### src/rtl/counter_arbiter.sv
// Round-robin arbiter that shares one external up/down counter between NREQ requesters.
// Each grant runs one load/up/down/read command on the counter and returns the final count.
module counter_arbiter #(
  parameter int unsigned NREQ  = 4,
  parameter int unsigned WIDTH = 32,
  parameter int unsigned LENW  = 8
) (
  input  logic                   clk,
  input  logic                   reset,
  input  logic [NREQ-1:0]        req_valid,
  output logic [NREQ-1:0]        req_ready,
  input  logic [2*NREQ-1:0]      req_op,
  input  logic [WIDTH*NREQ-1:0]  req_data,
  input  logic [LENW*NREQ-1:0]   req_len,
  output logic [NREQ-1:0]        resp_valid,
  output logic [WIDTH-1:0]       resp_data,
  output logic                   busy,
  output logic                   cnt_load,
  output logic [WIDTH-1:0]       cnt_loaddata,
  output logic                   cnt_en,
  output logic                   cnt_updwn,
  input  logic [WIDTH-1:0]       cnt_count
);

  localparam int unsigned IW = (NREQ > 1) ? $clog2(NREQ) : 1;

  localparam logic [1:0] IDLE = 2'd0;
  localparam logic [1:0] EXEC = 2'd1;
  localparam logic [1:0] RESP = 2'd2;

  localparam logic [1:0] OP_LOAD = 2'b00;
  localparam logic [1:0] OP_UP   = 2'b01;
  localparam logic [1:0] OP_DOWN = 2'b10;

  logic [1:0]       state_q, state_d;
  logic [IW-1:0]    ptr_q, ptr_d;
  logic [IW-1:0]    idx_q, idx_d;
  logic [1:0]       op_q, op_d;
  logic [WIDTH-1:0] data_q, data_d;
  logic [LENW-1:0]  len_q, len_d;

  logic             found;
  logic [IW-1:0]    win;
  logic [IW-1:0]    cand;
  logic [1:0]       sel_op;
  logic [WIDTH-1:0] sel_data;
  logic [LENW-1:0]  sel_len;
  logic             accept;
  logic             exec_ld;
  logic             exec_cnt;

  // Search starts just after the last winner so every pending requester gets a turn.
  always_comb begin
    found = 1'b0;
    win   = '0;
    cand  = '0;
    for (int k = 1; k <= int'(NREQ); k++) begin
      cand = IW'((int'(ptr_q) + k) % int'(NREQ));
      if (!found && req_valid[cand]) begin
        found = 1'b1;
        win   = cand;
      end
    end
  end

  always_comb begin
    sel_op   = '0;
    sel_data = '0;
    sel_len  = '0;
    for (int i = 0; i < int'(NREQ); i++) begin
      if (win == IW'(i)) begin
        sel_op   = req_op[2*i +: 2];
        sel_data = req_data[WIDTH*i +: WIDTH];
        sel_len  = req_len[LENW*i +: LENW];
      end
    end
  end

  assign accept = (state_q == IDLE) && found;

  always_comb begin
    state_d = state_q;
    ptr_d   = ptr_q;
    idx_d   = idx_q;
    op_d    = op_q;
    data_d  = data_q;
    len_d   = len_q;
    case (state_q)
      IDLE: begin
        if (accept) begin
          ptr_d  = win;
          idx_d  = win;
          op_d   = sel_op;
          data_d = sel_data;
          len_d  = sel_len;
          if (sel_op == OP_LOAD ||
              ((sel_op == OP_UP || sel_op == OP_DOWN) && sel_len != '0)) begin
            state_d = EXEC;
          end else begin
            state_d = RESP;
          end
        end
      end
      EXEC: begin
        // len_q counts the remaining enable cycles, including the current one.
        if (op_q == OP_LOAD || len_q <= LENW'(1)) begin
          state_d = RESP;
        end else begin
          len_d = len_q - LENW'(1);
        end
      end
      RESP:    state_d = IDLE;
      default: state_d = IDLE;
    endcase
  end

  always_ff @(posedge clk) begin
    if (reset) begin
      state_q <= IDLE;
      ptr_q   <= IW'(NREQ - 1);
      idx_q   <= '0;
      op_q    <= '0;
      data_q  <= '0;
      len_q   <= '0;
    end else begin
      state_q <= state_d;
      ptr_q   <= ptr_d;
      idx_q   <= idx_d;
      op_q    <= op_d;
      data_q  <= data_d;
      len_q   <= len_d;
    end
  end

  assign exec_ld  = (state_q == EXEC) && (op_q == OP_LOAD);
  assign exec_cnt = (state_q == EXEC) && (op_q == OP_UP || op_q == OP_DOWN);

  assign cnt_load     = exec_ld;
  assign cnt_loaddata = exec_ld ? data_q : '0;
  assign cnt_en       = exec_cnt;
  assign cnt_updwn    = exec_cnt && (op_q == OP_UP);
  assign busy         = (state_q != IDLE);
  assign resp_data    = (state_q == RESP) ? cnt_count : '0;

  always_comb begin
    req_ready  = '0;
    resp_valid = '0;
    for (int i = 0; i < int'(NREQ); i++) begin
      req_ready[i]  = accept && (win == IW'(i));
      resp_valid[i] = (state_q == RESP) && (idx_q == IW'(i));
    end
  end

endmodule

### config.mk
export PLATFORM = sky130hd
export DESIGN_NAME = counter_arbiter
export DESIGN_NICKNAME = d
export VERILOG_FILES = /design/src/rtl/counter_arbiter.sv
export SDC_FILE = /design/constraint.sdc
export NUM_CORES = 1
export LEC_CHECK = 0
export ABC_AREA = 1
export CORE_MARGIN = 10
export CORE_UTILIZATION = 29
export DETAILED_ROUTE_END_ITERATION = 6
export GPL_ROUTABILITY_DRIVEN = 0
export PLACE_DENSITY_LB_ADDON = 0.15
export SLEW_MARGIN = 30
export SYNTH_ARGS = -nofsm -noshare
export SYNTH_HDL_FRONTEND = slang
export SYNTH_SLANG_ARGS = --single-unit
### constraint.sdc
create_clock -name clk -period 2.4 [get_ports clk]
set_clock_uncertainty 0.2 [all_clocks]
set_input_delay 0.48 -clock clk [delete_from_list [all_inputs] [get_ports clk]]
set_output_delay 0.48 -clock clk [all_outputs]
set_load 0.02 [all_outputs]
### Word-level counts from Yosys, hierarchy flattened

Cells that the tools add are included.

| word-level totals | value |
|---|---|
| bits in registers | 48 |
| logic and storage cells | 102 |
| output and inout bits | 76 |
| input bits | 206 |

| cells by class | value |
|---|---|
| mux-type cells | 37 |
| magnitude comparators | 5 |
| add/subtract/negate cells | 5 |
| equality and inequality tests | 15 |
| reduce and logical (&&, ||, !) cells | 34 |

Operators with widths:

| kind | number |
|---|---|
| 32-bit 2-to-1 mux | 6 |
| 8-bit 2-to-1 mux | 6 |
| 2-bit 2-to-1 mux | 11 |
| 1-bit logical AND | 16 |
| 8-bit case mux with 2 select lines | 1 |
| 2-bit equality test, second input constant | 7 |
| 2-bit by 3-bit < comparator with 1-bit output, second input constant | 4 |
| 2-bit by 1-bit equality test with 1-bit output, second input constant | 5 |
| 2-bit zero test | 5 |
| 1-bit binary-select mux with 2-bit select | 4 |
| 8-bit by 1-bit less-or-equal comparator with 1-bit output, second input constant | 1 |
| 1-bit 2-to-1 mux | 8 |
| 8-bit nonzero test | 1 |
| 8-bit by 1-bit subtractor with 8-bit output, second input constant | 1 |
| 2-bit != test, second input constant | 3 |
| 2-bit by 1-bit adder with 2-bit output, second input constant | 2 |
| 2-bit adder, second input constant | 2 |
| 1-bit logical OR | 4 |
| 2-bit case mux with 2 select lines | 1 |
| 2-bit AND reduction | 2 |
| 2-bit nonzero test | 2 |
| 1-bit zero test | 3 |
| 3-bit AND reduction | 1 |

### Depth between registers and ports, before layout

Gate-level depths: netlist (run 1).

| depth | value |
|---|---|
| depth in word-level cells | 25 |
| gate-level depth with buffers | 21 |
| gate-level depth less buffers | 20 |

### Worst setup path before layout (run 1)

No wires, ideal clock.

| path | value |
|---|---|
| kind | reg2out |
| start | register ptr_q[0] |
| end | output port req_ready[2] |
| slack | -0.221 ns |
| arrival | 1.941 ns |
| cell stages (with the launch flop) | 15 |
| data required time | 1.720 ns |
| path buffers | 2 |
| path through | dfxtp_1 buf_4 nand2_1 nand2_1 nand2_2 nand2_2 nor2_4 nand2_2 nor2_1 inv_1 nand2_1 clkinv_1 clkbuf_1 nand2_1 nor2_1 |

| between the ends | value |
|---|---|
| cells in the longest elaborated chain, start to end | 15 |
| elaborated cells between the ends (all ways) | 29 |
| those cells by class | 4 x add/sub; 1 x eq/ne; 16 x mux; 8 x reduce/logical |

RTL lines:

| element | line | RTL |
|---|---|---|
| start, declared | 36 | `logic [IW-1:0] ptr_q, ptr_d;` |
| start signal, assigned | 120 | `ptr_q <= IW'(NREQ - 1);` |
| start signal, assigned | 127 | `ptr_q <= ptr_d;` |
| 2-bit by 1-bit adder with 2-bit output | 58 | `cand = IW'((int'(ptr_q) + k) % int'(NREQ));` |
| 1-bit binary-select mux with 2-bit select | 59 | `if (!found && req_valid[cand]) begin` |
| 1-bit 2-to-1 mux (implied by the code) | 59 |  |
| 1-bit 2-to-1 mux | 59 |  |
| 1-bit zero test | 59 |  |
| 1-bit logical AND | 59 |  |
| 1-bit 2-to-1 mux | 59 |  |
| 1-bit zero test | 59 |  |
| 1-bit logical AND | 59 |  |
| 1-bit 2-to-1 mux | 59 |  |
| 1-bit zero test | 59 |  |
| 1-bit logical AND | 59 |  |
| 2-bit 2-to-1 mux or 1-bit 2-to-1 mux (tied branches) | 59 |  |
| 2-bit equality test or 1-bit logical AND (tied branches) | 149, 79 |  |
| 1-bit logical AND * | 149 | `req_ready[i] = accept && (win == IW'(i));` |
| end, declared | 11 | `output logic [NREQ-1:0] req_ready,` |

Every way passes the cells marked *; elsewhere a longest branch is shown, timed or not. The select of a mux whose other input is x is not followed.

### Final worst setup path (run 1)

Same ends and word-level chain as after synthesis.

==> metrics.txt, run 1 <==
status=finished, violations left; failing checks=setup timing; clock share of power=6.3%; Avg WL per Cell=16.6 um; design internal power=6.67 mW; total grt overflow=0; crit path launch type=flip-flop; Syn Std Cell Area=3810 um2; Starting Density=30.0%; Final Hold Fails=0; final net count=1,209; synth unique cells=32; Max Slew Vio Count=0; pin count of the biggest net entering global routing=61; worst-skew pair later-pin latency=0.28 ns; clock period minus worst slack=2.72 ns; Ports=282; FF+latch count, synth=48; # setup viols final=45; Hold Crit Class=reg2reg; Sw Share=47.2%; via count=5,472; syn_nets=877; Routed Antenna Nets=0; DP HPWL=15,000 um; final worst slack=-0.322 ns; CP required=1.72 ns; fmax=367 MHz; critical-path maximum fanout=8; initial DRC count=273; initial antenna violation count=0; design area=8100 um2; Num CTS Buffers=5; gr usage total=19.7%; clock root cell=clkbuf_16; switching pwr=5.95 mW; unrepaired setup endpoints after global routing=true; Synth Warn #=0; Row Count=41; placed cell count=1,135; global-route wire length before repair=28,900 um; crit end category=output port; total wire length=19,400 um; Antenna diodes=0; CTS tree=built; die height=135 um; Least-Margin Pin Slew=0.355 ns; H-Tree Level Count=2; Worst EP arrival=2.04 ns; port bufs=281; peak supply drop=0.828 mV; maxcap violations=0; Comb pwr share=83.4%; Via density=4.67; Cell Area, Placed=7180 um2; DR pass1 iterations=6; clk slew on worst S/H paths=0.06 ns; share of post-route cells with drive strength above 1=25.1%; syn_area_per_cell=5.72 um2; Crit Path Category=reg2out; residual DRC count=0; Clock Tree Buf Depth=2; Die ar.=18,100 um2; sequential fraction of the synthesis area=25.2%; Leakage=3.78 nW; PwrDens=1560 nW/um2; core box area=12,700 um2; share of power burned in registers=10.3%; Syn Inst Count=666; Area Growth Syn to Fin=113%; die extent in x=135 um; Final Non-Filler Cells=1,171; vias in the first global route=5,458; ratio of final minimum period to clock period=113%; clk sinks=48; Rel. slew slack=76.4%
-- layout make-up --
| cell class | count | area [um2] |
|---|---|---|
| flip-flops and latches | 48 | 968 |
| inverters | 122 | 479 |
| clock inverters | 2 | 35.0 |
| multi-input cells | 460 | 2730 |
| fillers | 1224 | 4620 |
| clock buffers | 6 | 129 |
| repair buffers | 361 | 3540 |
| well taps | 172 | 215 |
-- worst paths after layout --
| check | from | end | slack (ns) | cells after the start |
|---|---|---|---|---|
| max | ptr_q[0]$_SDFFE_PP1P_ | req_ready[2] | -0.32 | 12 |
| min | data_q[25]$_SDFFE_PP0P_ | data_q[25]$_SDFFE_PP0P_ | 0.26 | 2 |
| max reg2reg | ptr_q[0]$_SDFFE_PP1P_ | state_q[0]$_SDFFE_PP0P_ | -0.27 | 18 |
| min reg2reg | data_q[25]$_SDFFE_PP0P_ | data_q[25]$_SDFFE_PP0P_ | 0.26 | 2 |
-- metrics by stage --
step / total power [mW] / setup slack [ns] / hold WS, ns / setup TNS [ns] / utilization [%]
floorplan: 5.88 / -0.127 / 0.245 / -0.260 / -
global placement: 8.84 / -0.839 / 0.254 / -32.25 / 56.4
detailed placement: 8.87 / -0.878 / 0.256 / -34.06 / 56.4
CTS: 11.6 / -0.191 / 0.263 / -2.54 / 61.6
global route: 13.5 / -0.420 / 0.278 / -10.58 / 63.7
finish: 12.6 / -0.322 / 0.262 / -4.55 / 63.7
-- cells in the mapped netlist --
cell       number  area, um2
nand2_2         4       25.0
nor2_1        114        428
a221oi_1       14        123
nand2_1       144        541
ha_1            5       62.6
buf_4           5       37.5
o21ai_2         1       8.76
inv_1         115        432
nor4_1          1       6.26
xnor2_1         1       8.76
clkinv_1        3       11.3
nand3_1        36        180
dfxtp_1        48        961
or2_0           1       6.26
nand4_1        11       68.8
nand3_2         1       10.0
a22o_1         14        123
xor2_1          2       17.5
o21bai_1        1       7.51
inv_2           4       15.0
o2111ai_1       1       8.76
a21oi_1        36        180
nor2_4          1       11.3
nor3_1          5       25.0
buf_6           1       11.3
buf_2           5       25.0
o21ai_0        38        190
clkbuf_1       25       93.8
nand2_4         1       11.3
a21oi_2         2       17.5
a31oi_1        23        144
o211ai_1        3       22.5
-- critical path: stages, from the launching register on --
cell,delay [ns]
dfxtp_4,0.36
buf_8,0.15
nand2_2,0.06
nand2_2,0.06
nand2_2,0.09
nand2_4,0.08
nor2_4,0.13
nand2_2,0.09
o21ai_4,0.23
buf_4,0.16
nand2_1,0.09
nor2_2,0.13
buf_6,0.13
-- power groups by stage --
stage / clock network (mW) / logic, mW / registers [mW]
2_1_floorplan: 0 / 4.62 / 1.27
3_3_place_gp: 0 / 7.55 / 1.29
3_5_place_dp: 0 / 7.57 / 1.30
4_1_cts: 0.812 / 9.53 / 1.29
5_1_grt: 0.830 / 11.4 / 1.34
6_report: 0.794 / 10.5 / 1.30
-- per-layer routing --
layer	vias to the layer above	global-route usage [%]	wire length, um
met2	214	35.5	9610
li1	2794	-	-
met4	0	3.26	238
met1	2447	21.1	7610
met3	17	8.46	1960
met5	-	0	0
-- cells by family after synthesis --
logic type / after synthesis / synth area share (%)
AOI/OAI and AO/OA: 133 / 21.6
adders and majority gates: 5 / 1.64
buffers and inverters: 158 / 16.4
xor gates and xnor gates: 3 / 0.689
and+or+nand+nor: 319 / 34.4
DFF: 48 / 25.2
-- sequential cells by signal, summed over array words and instances, names as in the netlist --
name     flops
data_q      32
idx_q        2
len_q        8
op_q         2
ptr_q        2
state_q      2
-- timing repair --
item | 4_1_cts | 5_1_grt
resized for setup | 197 | 143
pin swaps | 48 | 57
gates cloned | 4 | 1
buffers inserted | 17 | 6
hold buffers | 0 | 0
endpoints found under the setup margin | 119 | 81
-- cells in the final DEF, fill, tap and decap left out, drive strengths merged --
master and n:
inv 120, o2111ai 1, o21ai 39, clkdlybuf4s50 202
nor3 5, nor2 115, a21oi 38, ha 5
bufinv 1, clkbuf 37, a31oi 23, nor4 1
xor2 2, nand4 11, buf 85, a22o 14
a221oi 14, dlygate4sd2 41, o21bai 1, o211ai 3
xnor2 1, clkinv 2, or2 1, dfxtp 48
clkinvlp 1, nand3 37, dlymetal6s2s 1, nand2 149
clkdlybuf4s15 1
No activity file was read; power rests on OpenSTA's default activity.
==> run 2: changes to the inputs <==
Settings changed: ABC_AREA 1 to unset.
==> run 2 against run 1 <==
The run now ends clean. Critical path depth shrank 7. Combinational power down 58%. Non-clock buffer count is 19 lower. Synthesized cell count shrank 3.6%. Wire length up 1.8%. Critical endpoint is now resp_valid[0]. Largest cell class unchanged.
==> metrics.txt, run 2 <==
status=finished, final reports clean; Routed Antenna Nets=0 (unchanged); Final Hold Fails=0 (unchanged); die height=137 um (+2.1%); critical-path maximum fanout=9 (+1); Rel. slew slack=68.2% (-8.2 points); CTS tree=built; hold_buf cts=0 (unchanged); total grt overflow=0 (unchanged); Worst R2R Setup Slack=0.09 ns (+0.36 ns); Max Slew Vio Count=0 (unchanged); FF+latch count, synth=48 (unchanged); Hold Path Stages=2 (unchanged); DP HPWL=16,000 um (+7.0%); Ports=282 (unchanged); worst r2r src=ptr_q[1]$_SDFFE_PP1P_; crit end category=output port; Worst Path Buf+Inv=3 (unchanged); CP required=1.72 ns (about the same); initial DRC count=254 (-7.0%); Num CTS Buffers=5 (unchanged); Leakage=3.28 nW (-13%); slowest stage delay, CP=0.39 ns (+0.03 ns); CP cell instances=buf_4 -> nor2b_1 -> buf_4 -> nor3b_1 -> dlygate4sd2_1; post-synth top area cell=dfxtp_1; gr usage total=19.3% (-0.45 points); H-Tree Level Count=2 (unchanged); WHS Endpoint=data_q[14]$_SDFFE_PP0P_; Via density=5.00 (+7.1%); Row Count=42 (+2.4%); pin count of the biggest net entering global routing=43 (-30%); CP top delay family=buffers and inverters; residual DRC count=0 (unchanged); Syn Std Cell Area=4000 um2 (+4.9%); Die ar.=18,900 um2 (+4.2%); PwrDens=855 nW/um2 (-45%); Reg-to-Reg End=state_q[1]$_SDFFE_PP0P_; DR pass1 iterations=5 (-1); Yosys top cell area share=24.0% (-1.2 points); Starting Density=29.8% (-0.13 points); most frequent cell on the critical path=buf_4; worst-skew pair later-pin latency=0.28 ns (about the same); Multi-input gate area=2890 um2 (+5.6%); commonest non-fill, non-tap cell in the layout=clkdlybuf4s50_1; hold wc startpoint=data_q[14]$_SDFFE_PP0P_; Avg WL per Cell=17.7 um (+7.0%); final net count=1,148 (-5.0%); share of post-route cells with drive strength above 1=14.1% (-11 points); clock period minus worst slack=2.33 ns (-0.391 ns); commonest non-fill, non-tap cells in the layout=clkdlybuf4s50_1, nand2_1, nand3_1; unrepaired setup endpoints after global routing=true; syn_nets=853 (-2.7%); Antenna diodes=0 (unchanged); clk slew on worst S/H paths=0.07 ns (about the same); Area Growth Syn to Fin=87.9%; global-route wire length before repair=29,500 um (+1.9%); reg2reg path depth=11 (-7); synth cell count leaders=nand2_1, nand3_1, dfxtp_1; Synth Warn #=0 (unchanged); most common cell in the netlist=nand2_1; max FFs per register=32 (unchanged); total wire length=19,800 um (+1.8%); final worst slack=0.0688 ns (+0.391 ns); synth unique cells=51 (+59%); DP Worst Slack=-0.841 ns (+0.0373 ns); Synth Flop Type=dfxtp_1; CP max-delay cell=dlygate4sd2_1; die extent in x=137 um (+2.1%); clock root cell=clkbuf_16; Crit Path Category=reg2out; initial antenna violation count=0 (unchanged); crit path launch type=flip-flop; core box area=13,400 um2 (+5.3%); syn_area_per_cell=6.23 um2 (+8.8%); maxcap violations=0 (unchanged); fmax=429 MHz (+17%); via count=5,575 (+1.9%); Post-synth EDFFs=0 (unchanged); Syn Inst Count=642 (-3.6%); Clock Tree Buf Depth=2 (unchanged); port bufs=281 (unchanged); sequential fraction of the synthesis area=24.0% (-1.2 points); top post-synthesis cells by area=dfxtp_1, nand2_1, nand3_1; register area=963 um2 (-0.52%); # setup viols final=0 (-100%); Least-Margin Pin Slew=0.478 ns (+0.123 ns); fill count=1,348 (+10%); Worst EP arrival=1.65 ns (-0.39 ns); vias in the first global route=5,651 (+3.5%); Hold Crit Class=reg2reg; TNS Setup=0 ns (+4.55 ns); largest registers=data_q x32, len_q x8; Async SR Flop Fraction=0% (unchanged); ratio of final minimum period to clock period=97.1% (-16 points); Most flops, register=data_q; peak supply drop=0.365 mV (-56%); clk sinks=48 (unchanged)
[run 2: cell count changes after synthesis, moves of 15 or more]
cell / delta
a31oi_1: -22
and2_1: +35
and3_1: +34
buf_2: +15
inv_1: -106
nand2_1: +36
nand3_1: +69
nor2_1: -90
o21ai_0: -19
[run 2: what timing repair did]
| item | 4_1_cts | 5_1_grt |
|---|---|---|
| pin swaps | 11 | 5 |
| gates resized for setup | 141 | 74 |
| setup buffers | 3 | 3 |
| endpoints found under the setup margin | 118 | 72 |
| gates cloned | 1 | 0 |
[run 2: cells by family after synthesis]
group | after synthesis | share of synthesized area (%)
flops | 48 | 24.0
simple gates | 409 | 47.9
mux | 2 | 0.532
compound gates | 114 | 18.6
buf+inv | 64 | 7.38
fa+ha+maj | 5 | 1.56
[run 2: tightest hold or removal path, delay by kind of cell, from the launching register on]
| kind | cells | cell delay [ns] |
|---|---|---|
| flip-flops | 1 | 0.31 |
| AND/OR/NAND/NOR | 1 | 0.05 |
| AO/OA/AOI/OAI | 1 | 0.05 |
[run 2: worst max-delay path by stage]
stage	startpoint	endpoint	slack, ns	depth (start not counted)
floorplan	req_valid[0]	state_q[1]$_SDFFE_PP0P_	-0.05	12
global placement	req_valid[0]	req_ready[3]	-0.79	7
detailed placement	req_valid[0]	req_ready[2]	-0.84	7
CTS	state_q[0]$_SDFFE_PP0P_	cnt_loaddata[8]	-0.03	6
global route	ptr_q[1]$_SDFFE_PP1P_	state_q[1]$_SDFFE_PP0P_	-0.04	11
finish	state_q[1]$_SDFFE_PP0P_	resp_valid[0]	0.07	5
[run 2: cell type report]
type / instances / share of cell area, %
repair buffers: 342 / 43.5
multi-input cells: 531 / 38.4
flip-flops and latches: 48 / 12.8
well taps: 176 / 2.93
clock buffers: 7 / 1.77
inverters: 9 / 0.450
clock inverters: 1 / 0.117
[run 2: metal layers]
metal | part of all wire, % | vias to the layer above | GRT usage, %
li1 | - | 2792 | -
met1 | 37 | 2523 | 20.1
met2 | 51 | 242 | 36.1
met3 | 11 | 18 | 6.52
met4 | 1.4 | 0 | 4.51
met5 | 0 | - | 0
[run 2: power by group]
group | total [mW] | internal (mW) | leakage, nW | switching, mW
logic | 4.41 | 1.96 | 2.81 | 2.45
clock network | 0.690 | 0.390 | 0.0681 | 0.301
registers | 1.32 | 1.12 | 0.397 | 0.200
[run 2: through the flow]
step	cell area, um2	hold WS, ns	instances	power (mW)	utilization (%)
after detailed placement	7300	0.242	1099	5.70	54.5
after global placement	7300	0.238	1099	5.60	54.5
after global routing	7510	0.268	1114	6.99	56.1
after floorplan	4060	0.232	642	3.90	-
after CTS	7450	0.252	1111	6.39	55.6
final	7510	0.249	1114	6.42	56.1
